<file path="src/rtl/sat_pkg.sv">
// rtl/sat_pkg.sv - shared widths, state encoding and slot decode for the measurement collector
package sat_pkg;
  localparam int SAT_W    = 40;
  localparam int SAT_FRAC = 8;
  localparam int NSAT     = 4;
  localparam int SLOT_W   = $clog2(NSAT);

  typedef enum logic [1:0] {
    ST_COLLECT = 2'd0,
    ST_LAUNCH  = 2'd1,
    ST_WAIT    = 2'd2
  } state_t;

  function automatic logic [NSAT-1:0] slot_sel(input logic [SLOT_W-1:0] idx);
    return NSAT'(1) << idx;
  endfunction
endpackage

</file>
<file path="src/rtl/sat_slot_bank.sv">
// rtl/sat_slot_bank.sv - four-slot (x,y,z,r) register file with flattened read buses
module sat_slot_bank
  import sat_pkg::*;
#(
  parameter int W = SAT_W
) (
  input  logic              i_clk,
  input  logic              i_rst,
  input  logic              i_we,
  input  logic [SLOT_W-1:0] i_idx,
  input  logic [W-1:0]      i_x,
  input  logic [W-1:0]      i_y,
  input  logic [W-1:0]      i_z,
  input  logic [W-1:0]      i_r,
  output logic [NSAT*W-1:0] o_x,
  output logic [NSAT*W-1:0] o_y,
  output logic [NSAT*W-1:0] o_z,
  output logic [NSAT*W-1:0] o_r
);
  logic [W-1:0]    r_x [NSAT];
  logic [W-1:0]    r_y [NSAT];
  logic [W-1:0]    r_z [NSAT];
  logic [W-1:0]    r_r [NSAT];
  logic [NSAT-1:0] w_sel;

  assign w_sel = slot_sel(i_idx) & {NSAT{i_we}};

  always_ff @(posedge i_clk) begin
    for (int k = 0; k < NSAT; k++) begin
      if (i_rst) begin
        r_x[k] <= '0;
        r_y[k] <= '0;
        r_z[k] <= '0;
        r_r[k] <= '0;
      end else if (w_sel[k]) begin
        r_x[k] <= i_x;
        r_y[k] <= i_y;
        r_z[k] <= i_z;
        r_r[k] <= i_r;
      end
    end
  end

  for (genvar k = 0; k < NSAT; k++) begin : g_out
    assign o_x[k*W +: W] = r_x[k];
    assign o_y[k*W +: W] = r_y[k];
    assign o_z[k*W +: W] = r_z[k];
    assign o_r[k*W +: W] = r_r[k];
  end
endmodule

</file>
<file path="src/rtl/sat_meas_collector.sv">
// rtl/sat_meas_collector.sv - validates measurement records, bundles four, launches the solver and
// supervises the solve with a timeout
module sat_meas_collector
  import sat_pkg::*;
#(
  parameter int W       = SAT_W,
  parameter int TIMEOUT = 1024
) (
  input  logic              i_clk,
  input  logic              i_rst,
  input  logic              i_in_valid,
  output logic              o_in_ready,
  input  logic [W-1:0]      i_in_x,
  input  logic [W-1:0]      i_in_y,
  input  logic [W-1:0]      i_in_z,
  input  logic [W-1:0]      i_in_r,
  input  logic              i_flush,
  input  logic              i_solver_done,
  output logic [NSAT*W-1:0] o_sat_x,
  output logic [NSAT*W-1:0] o_sat_y,
  output logic [NSAT*W-1:0] o_sat_z,
  output logic [NSAT*W-1:0] o_sat_r,
  output logic              o_solver_start,
  output logic [2:0]        o_count,
  output logic [1:0]        o_state,
  output logic              o_err_drop,
  output logic              o_err_timeout
);
  localparam int            TW       = $clog2(TIMEOUT);
  localparam logic [TW-1:0] TMO_LAST = TW'(TIMEOUT - 1);

  state_t        r_state, w_state_nxt;
  logic [2:0]    r_count, w_count_nxt;
  logic [TW-1:0] r_tmo, w_tmo_nxt;
  logic          r_start, w_start_nxt;
  logic          r_drop, w_drop_nxt;
  logic          r_tmo_err, w_tmo_err_nxt;
  logic          w_accept;
  logic          w_r_pos;
  logic          w_we;

  assign o_in_ready = (r_state == ST_COLLECT) && !i_flush;
  assign w_accept   = i_in_valid && o_in_ready;
  // Strictly positive range: sign bit clear and not all zeros.
  assign w_r_pos    = !i_in_r[W-1] && (|i_in_r);
  assign w_we       = w_accept && w_r_pos;

  always_ff @(posedge i_clk) begin
    if (i_rst) begin
      r_state   <= ST_COLLECT;
      r_count   <= '0;
      r_tmo     <= '0;
      r_start   <= 1'b0;
      r_drop    <= 1'b0;
      r_tmo_err <= 1'b0;
    end else begin
      r_state   <= w_state_nxt;
      r_count   <= w_count_nxt;
      r_tmo     <= w_tmo_nxt;
      r_start   <= w_start_nxt;
      r_drop    <= w_drop_nxt;
      r_tmo_err <= w_tmo_err_nxt;
    end
  end

  always_comb begin
    w_state_nxt   = r_state;
    w_count_nxt   = r_count;
    w_tmo_nxt     = r_tmo;
    w_start_nxt   = 1'b0;
    w_drop_nxt    = 1'b0;
    w_tmo_err_nxt = 1'b0;
    if (i_flush) begin
      w_state_nxt = ST_COLLECT;
      w_count_nxt = '0;
      w_tmo_nxt   = '0;
    end else begin
      case (r_state)
        ST_COLLECT: begin
          if (w_accept) begin
            if (w_r_pos) begin
              w_count_nxt = r_count + 3'd1;
              if (r_count == 3'(NSAT - 1)) begin
                w_state_nxt = ST_LAUNCH;
                w_start_nxt = 1'b1;
              end
            end else begin
              w_drop_nxt = 1'b1;
            end
          end
        end
        ST_LAUNCH: begin
          w_state_nxt = ST_WAIT;
          w_tmo_nxt   = '0;
        end
        ST_WAIT: begin
          // Done wins over a timeout landing in the same cycle.
          if (i_solver_done) begin
            w_state_nxt = ST_COLLECT;
            w_count_nxt = '0;
          end else if (r_tmo == TMO_LAST) begin
            w_state_nxt   = ST_COLLECT;
            w_count_nxt   = '0;
            w_tmo_err_nxt = 1'b1;
          end else begin
            w_tmo_nxt = r_tmo + TW'(1);
          end
        end
        default: begin
          w_state_nxt = ST_COLLECT;
          w_count_nxt = '0;
        end
      endcase
    end
  end

  sat_slot_bank #(.W(W)) u_bank (
    .i_clk (i_clk),
    .i_rst (i_rst),
    .i_we  (w_we),
    .i_idx (r_count[SLOT_W-1:0]),
    .i_x   (i_in_x),
    .i_y   (i_in_y),
    .i_z   (i_in_z),
    .i_r   (i_in_r),
    .o_x   (o_sat_x),
    .o_y   (o_sat_y),
    .o_z   (o_sat_z),
    .o_r   (o_sat_r)
  );

  assign o_solver_start = r_start;
  assign o_count        = r_count;
  assign o_state        = r_state;
  assign o_err_drop     = r_drop;
  assign o_err_timeout  = r_tmo_err;
endmodule

</file>
<file path="config.mk">
export PLATFORM = sky130hd
export DESIGN_NAME = sat_meas_collector
export DESIGN_NICKNAME = d
export VERILOG_FILES = /design/src/rtl/sat_pkg.sv /design/src/rtl/sat_slot_bank.sv /design/src/rtl/sat_meas_collector.sv
export SDC_FILE = /design/constraint.sdc
export NUM_CORES = 1
export LEC_CHECK = 0
export BUFFER_PORTS_ARGS = -buffer_cell sky130_fd_sc_hd__buf_2
export CAP_MARGIN = 20
export CORE_AREA = 2 2 321 323
export CTS_CLUSTER_DIAMETER = 150
export DETAILED_ROUTE_END_ITERATION = 6
export DIE_AREA = 0 0 323 325
export GPL_TIMING_DRIVEN = 1
export PLACE_DENSITY = 0.4
export SYNTH_ARGS = -nofsm -noshare
export SYNTH_HDL_FRONTEND = slang
export SYNTH_SLANG_ARGS = --single-unit
</file>
<file path="constraint.sdc">
create_clock -name i_clk -period 8.8 [get_ports i_clk]
set_input_delay 1.76 -clock i_clk [delete_from_list [all_inputs] [get_ports i_clk]]
set_output_delay 1.76 -clock i_clk [all_outputs]
set_load 0.1 [all_outputs]
</file>
* Word-level counts from Yosys, hierarchy flattened
Memories as Yosys holds them, arrays and structs flattened.
Cells that the tools add are included.
** Storage, ports and cells
- Output and inout port bits :: 649
- Input port bits :: 165
- Register bits :: 18
- RAM bits :: 640
- Memories kept :: 4
** Memories
- u_bank.r_r :: depth 4, width 40, rd ports 4, clocked after memory_dff 0, write ports 4, line sat_slot_bank.sv:23 : logic [W-1:0] r_r [NSAT];
- u_bank.r_x :: depth 4, width 40, rd ports 4, clocked after memory_dff 0, write ports 4, line sat_slot_bank.sv:20 : logic [W-1:0] r_x [NSAT];
- u_bank.r_y :: depth 4, width 40, rd ports 4, clocked after memory_dff 0, write ports 4, line sat_slot_bank.sv:21 : logic [W-1:0] r_y [NSAT];
- u_bank.r_z :: depth 4, width 40, rd ports 4, clocked after memory_dff 0, write ports 4, line sat_slot_bank.sv:22 : logic [W-1:0] r_z [NSAT];
** Operators by class
- Shift operators :: 1
- Reductions and logical operators :: 16
- Bitwise logic cells :: 22
- Multiplexer cells :: 47
- Add/sub/neg operators :: 2
- Eq/ne operators :: 10
** Operator list (number)
- two-way mux 40 bit :: 16
- OR reduction 40 bit :: 1
- two-way mux 10 bit :: 2
- one-hot mux 10 bit (2 select lines) :: 1
- two-way mux 1 bit :: 17
- OR 1 bit :: 16
- two-way mux 3 bit :: 4
- adder 10 x 1 -> 10 bit (second input constant) :: 1
- == test 10 bit (second input constant) :: 1
- two-way mux 2 bit :: 5
- one-hot mux 3 bit (3 select lines) :: 1
- inequality test 2 bit (second input constant) :: 4
- AND reduction 4 bit :: 2
- OR reduction 4 bit :: 2
- one-hot mux 2 bit (3 select lines) :: 1
- NOT 1 bit :: 5
- OR reduction 5 bit :: 1
- bitwise AND 4 bit :: 1
- logical AND 1 bit :: 4
- left shift 1 x 2 -> 4 bit (first input constant) :: 1
- adder 3 x 1 -> 3 bit (second input constant) :: 1
- == test 3 x 2 -> 1 bit (second input constant) :: 1
- inequality test 3 bit (second input constant) :: 1
- AND reduction 3 bit :: 1
- 7 further kinds :: 8

* Depth between registers and ports, before layout
- Depth in word-level cells :: 9
- Gate-level depth with buffers :: 7
- Gate-level depth less buffers :: 6

* Modules after synthesis
Synthesis repeated with hierarchy kept, for this count alone.
** Second synthesis, totals
- Cells, all modules :: 1663
- Area total of the unflattened synthesis :: 24457.2 µm²
** By module, submodules not included
- sat_slot_bank :: instances 1, cells each 1556, area an instance 23492.5 µm², seq. area each 19218.4 µm²
- sat_meas_collector :: instances 1, cells each 107, area an instance 964.7 µm², seq. area each 360.3 µm²

* Least setup slack after synthesis
Ideal clock, no wire load.
- Kind :: input to register
- Start :: in i_flush
- End :: mem u_bank.r_r[0][0] (netlist name), enable pin
- Cell stages on the path :: 5
- Data required time :: 8.280 ns
- Arrival :: 6.026 ns
- Library setup time :: 0.520 ns
- Path slack :: 2.254 ns
- Path through :: or4b_1 -> nor2_1 -> o31a_1 -> clkbuf_1 -> a21o_1
** RTL lines
- start, declared :: line sat_meas_collector.sv:17 : input logic i_flush,
- end, declared :: line sat_slot_bank.sv:23

==> qor.csv <==
metric;value;unit
outcome;finished clean;
first-pass GRT wire length;114000;um
FMAX;209;MHz
placed cell count;3600;
share of layout cells above drive strength 1;0.398;
vias post-DR;14972;
Pwr per Cell Area;238;nW/um^2
vias in the first global route;15428;
Worst Hold Depth;2;
Cells after Synth;1468;
max_cap viols;0;
total congestion overflow;0;
layout net count;2483;
synthesis-stage register bit count;658;
Tcrit/Tclk final;0.543;
Clock transition at path regs;0.06;ns
root buffer cell;clkbuf_16;
FILL cells;10248;
DP HPWL;56800;um
P&R area growth vs syn;31.9;%
WS Path Type;in -> reg;
gr usage total;0.152;
postcts setup bufs;0;
largest net degree at the start of global routing;93;
Crit Path Max Fanout;86;
Synth async-reset ratio;0;
Post-CTS Hold Fix Bufs;0;
DIE AREA;105000;um^2
H-tree Lvls;3;
Layout Skew;0.0160;ns
CP Launch Type;input port;
Rel. slew slack;0.306;
routed vias/inst;4.01;
Unique masters post-synth;38;
ANT nets after route;0;
endpoints failing setup;0;
I/O Buffers;813;
EDFF count, synth;640;
Final Max Tran Viols;0;
hold endpoint;o_count[2]$_SDFFE_PP0P_;
Final WS setup;4.02;ns
WL per Instance;22.0;um
minimum clock period;4.78;ns
RePlAce Congestion;0.804;
reg2reg path depth;6;
Final Instance Count excl. Fillers;3734;
initial antenna violation count;7;
maximum vdd drop;0.123;mV
Critical R2R Capture;u_bank.r_x[0][34]$_SDFFCE_PN0P_;
total negative slack;0;ns
Hold Crit Class;reg -> reg;
drt pass-1 iters;4;
YS warnings;0;
area of the mapped netlist;24700;um^2
CTS Buf Count;77;
Routed Wire Length;82300;um
reg2reg start;o_state[1]$_SDFFE_PP0P_;
post-synthesis sequential area ratio;0.793;
Num Clock Sinks;658;
RSZ-0062 raised after global routing;false;
Synth Flop Type;edfxtp_1;
initial core utilization;0.244;
Site Rows;117;
clk buf depth;3;
final hold vios;0;
Avg Inst Size Synth;16.8;um^2
Worst setup EP type;flop;
die height;325;um
Core Box Area;101000;um^2
clock latency at the later pin of the worst-skew pair;0.64;ns
Ports;814;
Data required, critical path;9.18;ns
# DRC;0;
worst hold start;o_count[2]$_SDFFE_PP0P_;
Arrival @ worst endpoint;5.16;ns
Overall Power;7.75;mW
Die W;323;um
worst slack at placement;3.33;ns
Static Leak;13.7;nW
Post-CTS Resized;0;
reg2reg setup slack;5.05;ns
CTS tree;done;
worst slew pin tran;1.04;ns
DR iter-0 viols;838;
## Yosys cell counts, types with 6 or more instances
cell type | instances | share of area
nor4_1 | 10 | 0.0025
edfxtp_1 | 640 | 0.78
ha_1 | 6 | 0.0030
clkbuf_1 | 18 | 0.0027
clkbuf_2 | 44 | 0.0089
and2_1 | 636 | 0.16
nand2_1 | 9 | 0.0014
buf_6 | 8 | 0.0036
nor2_1 | 14 | 0.0021
dfxtp_1 | 18 | 0.015
xnor2_1 | 9 | 0.0032
## sequential cells by signal, indices dropped and copies added (netlist names)
register / count
o_solver_start: 1
r_tmo: 10
o_state: 2
u_bank.r_r: 160
u_bank.r_y: 160
o_count: 3
o_err_drop: 1
u_bank.r_x: 160
u_bank.r_z: 160
o_err_timeout: 1
## worst max-delay path: stages
cell     delay (ns)
buf_2          0.14
nor4_1         0.77
nand4_1        0.40
nor3_4         0.52
nor4b_4        0.09
buf_4          0.32
buf_4          0.47
and2_1         0.36
## where the power goes
part	switching, mW	internal, mW	leakage [nW]	total (mW)
combinational	1.09	0.119	5.81	1.21
sequential	0.0354	3.55	6.79	3.59
clock	1.28	1.68	1.10	2.96
## final cells by class
type,instances,area [um^2],share of cell area
Multi-Input combinational cell,739,4760,0.146
Clock buffer,96,2020,0.0620
Timing Repair Buffer,832,4230,0.130
Tap cell,1368,1710,0.0526
Clock inverter,35,234,0.00719
Antenna cell,2,5.00,0.000154
Sequential cell,658,19600,0.601
Inverter,4,15.0,0.000461
## through the flow
step           hold slack [ns]  area [um^2]  utilization
2_1_floorplan            0.484        24700            -
3_3_place_gp             0.499        30300        0.299
3_5_place_dp             0.508        30300        0.299
4_1_cts                  0.525        32500        0.321
5_1_grt                  0.558        32600        0.321
6_report                 0.526        32600        0.321
## layout by cell type (no fill, tap or decap), drive strengths merged, types with 3 or more instances in the layout
| cell | Yosys | routed |
|---|---|---|
| nand4 | 4 | 4 |
| xnor2 | 9 | 9 |
| nand3 | 3 | 3 |
| conb | 1 | 4 |
| nor3 | 3 | 3 |
| a21o | 4 | 4 |
| nor4 | 10 | 10 |
| clkbuf | 62 | 96 |
| nand2 | 9 | 9 |
| a31oi | 3 | 3 |
| nor4b | 4 | 4 |
| nor2 | 14 | 14 |
| clkinv | 0 | 27 |
| dfxtp | 18 | 18 |
| inv | 4 | 8 |
| o21ai | 3 | 3 |
| edfxtp | 640 | 640 |
| a21oi | 3 | 3 |
| buf | 8 | 832 |
| nand2b | 3 | 3 |
| a2111oi | 3 | 3 |
| and2 | 636 | 636 |
| ha | 6 | 6 |
## kinds of logic after synthesis
group	Yosys count	share of synthesized area
AO/OA/AOI/OAI	23	0.00664
flip-flops	658	0.793
other	1	0.000152
AND/OR/NAND/NOR	696	0.177
buffers and inverters	74	0.0159
multiplexers	1	0.000456
adder cells (fa/ha/maj)	6	0.00304
XOR/XNOR	9	0.00319
## layer usage
layer  global-route usage  share of wire  up-vias
li1                     -              -     6838
met1                0.165           0.37     7405
met2                0.270           0.52      576
met3               0.0504          0.078      143
met4               0.0592          0.037       10
met5                    0        0.00083        -
## worst max-delay path by stage
| stage | from | end | slack, ns | depth (start not counted) |
|---|---|---|---|---|
| 3_3_place_gp | i_in_r[2] | u_bank.r_r[1][34]$_SDFFCE_PN0P_ | 3.27 | 8 |
| 6_report | i_in_r[5] | u_bank.r_r[0][64]$_SDFFCE_PN0P_ | 4.02 | 8 |
| 2_1_floorplan | i_flush | u_bank.r_r[0][0]$_SDFFCE_PN0P_ | 2.25 | 5 |
| 5_1_grt | i_in_r[2] | u_bank.r_r[1][12]$_SDFFCE_PN0P_ | 3.87 | 8 |
| 3_5_place_dp | i_in_r[5] | u_bank.r_y[1][8]$_SDFFCE_PN0P_ | 3.33 | 8 |
| 4_1_cts | i_in_r[5] | u_bank.r_r[0][48]$_SDFFCE_PN0P_ | 4.05 | 8 |
(Power assumes the default switching activity.)
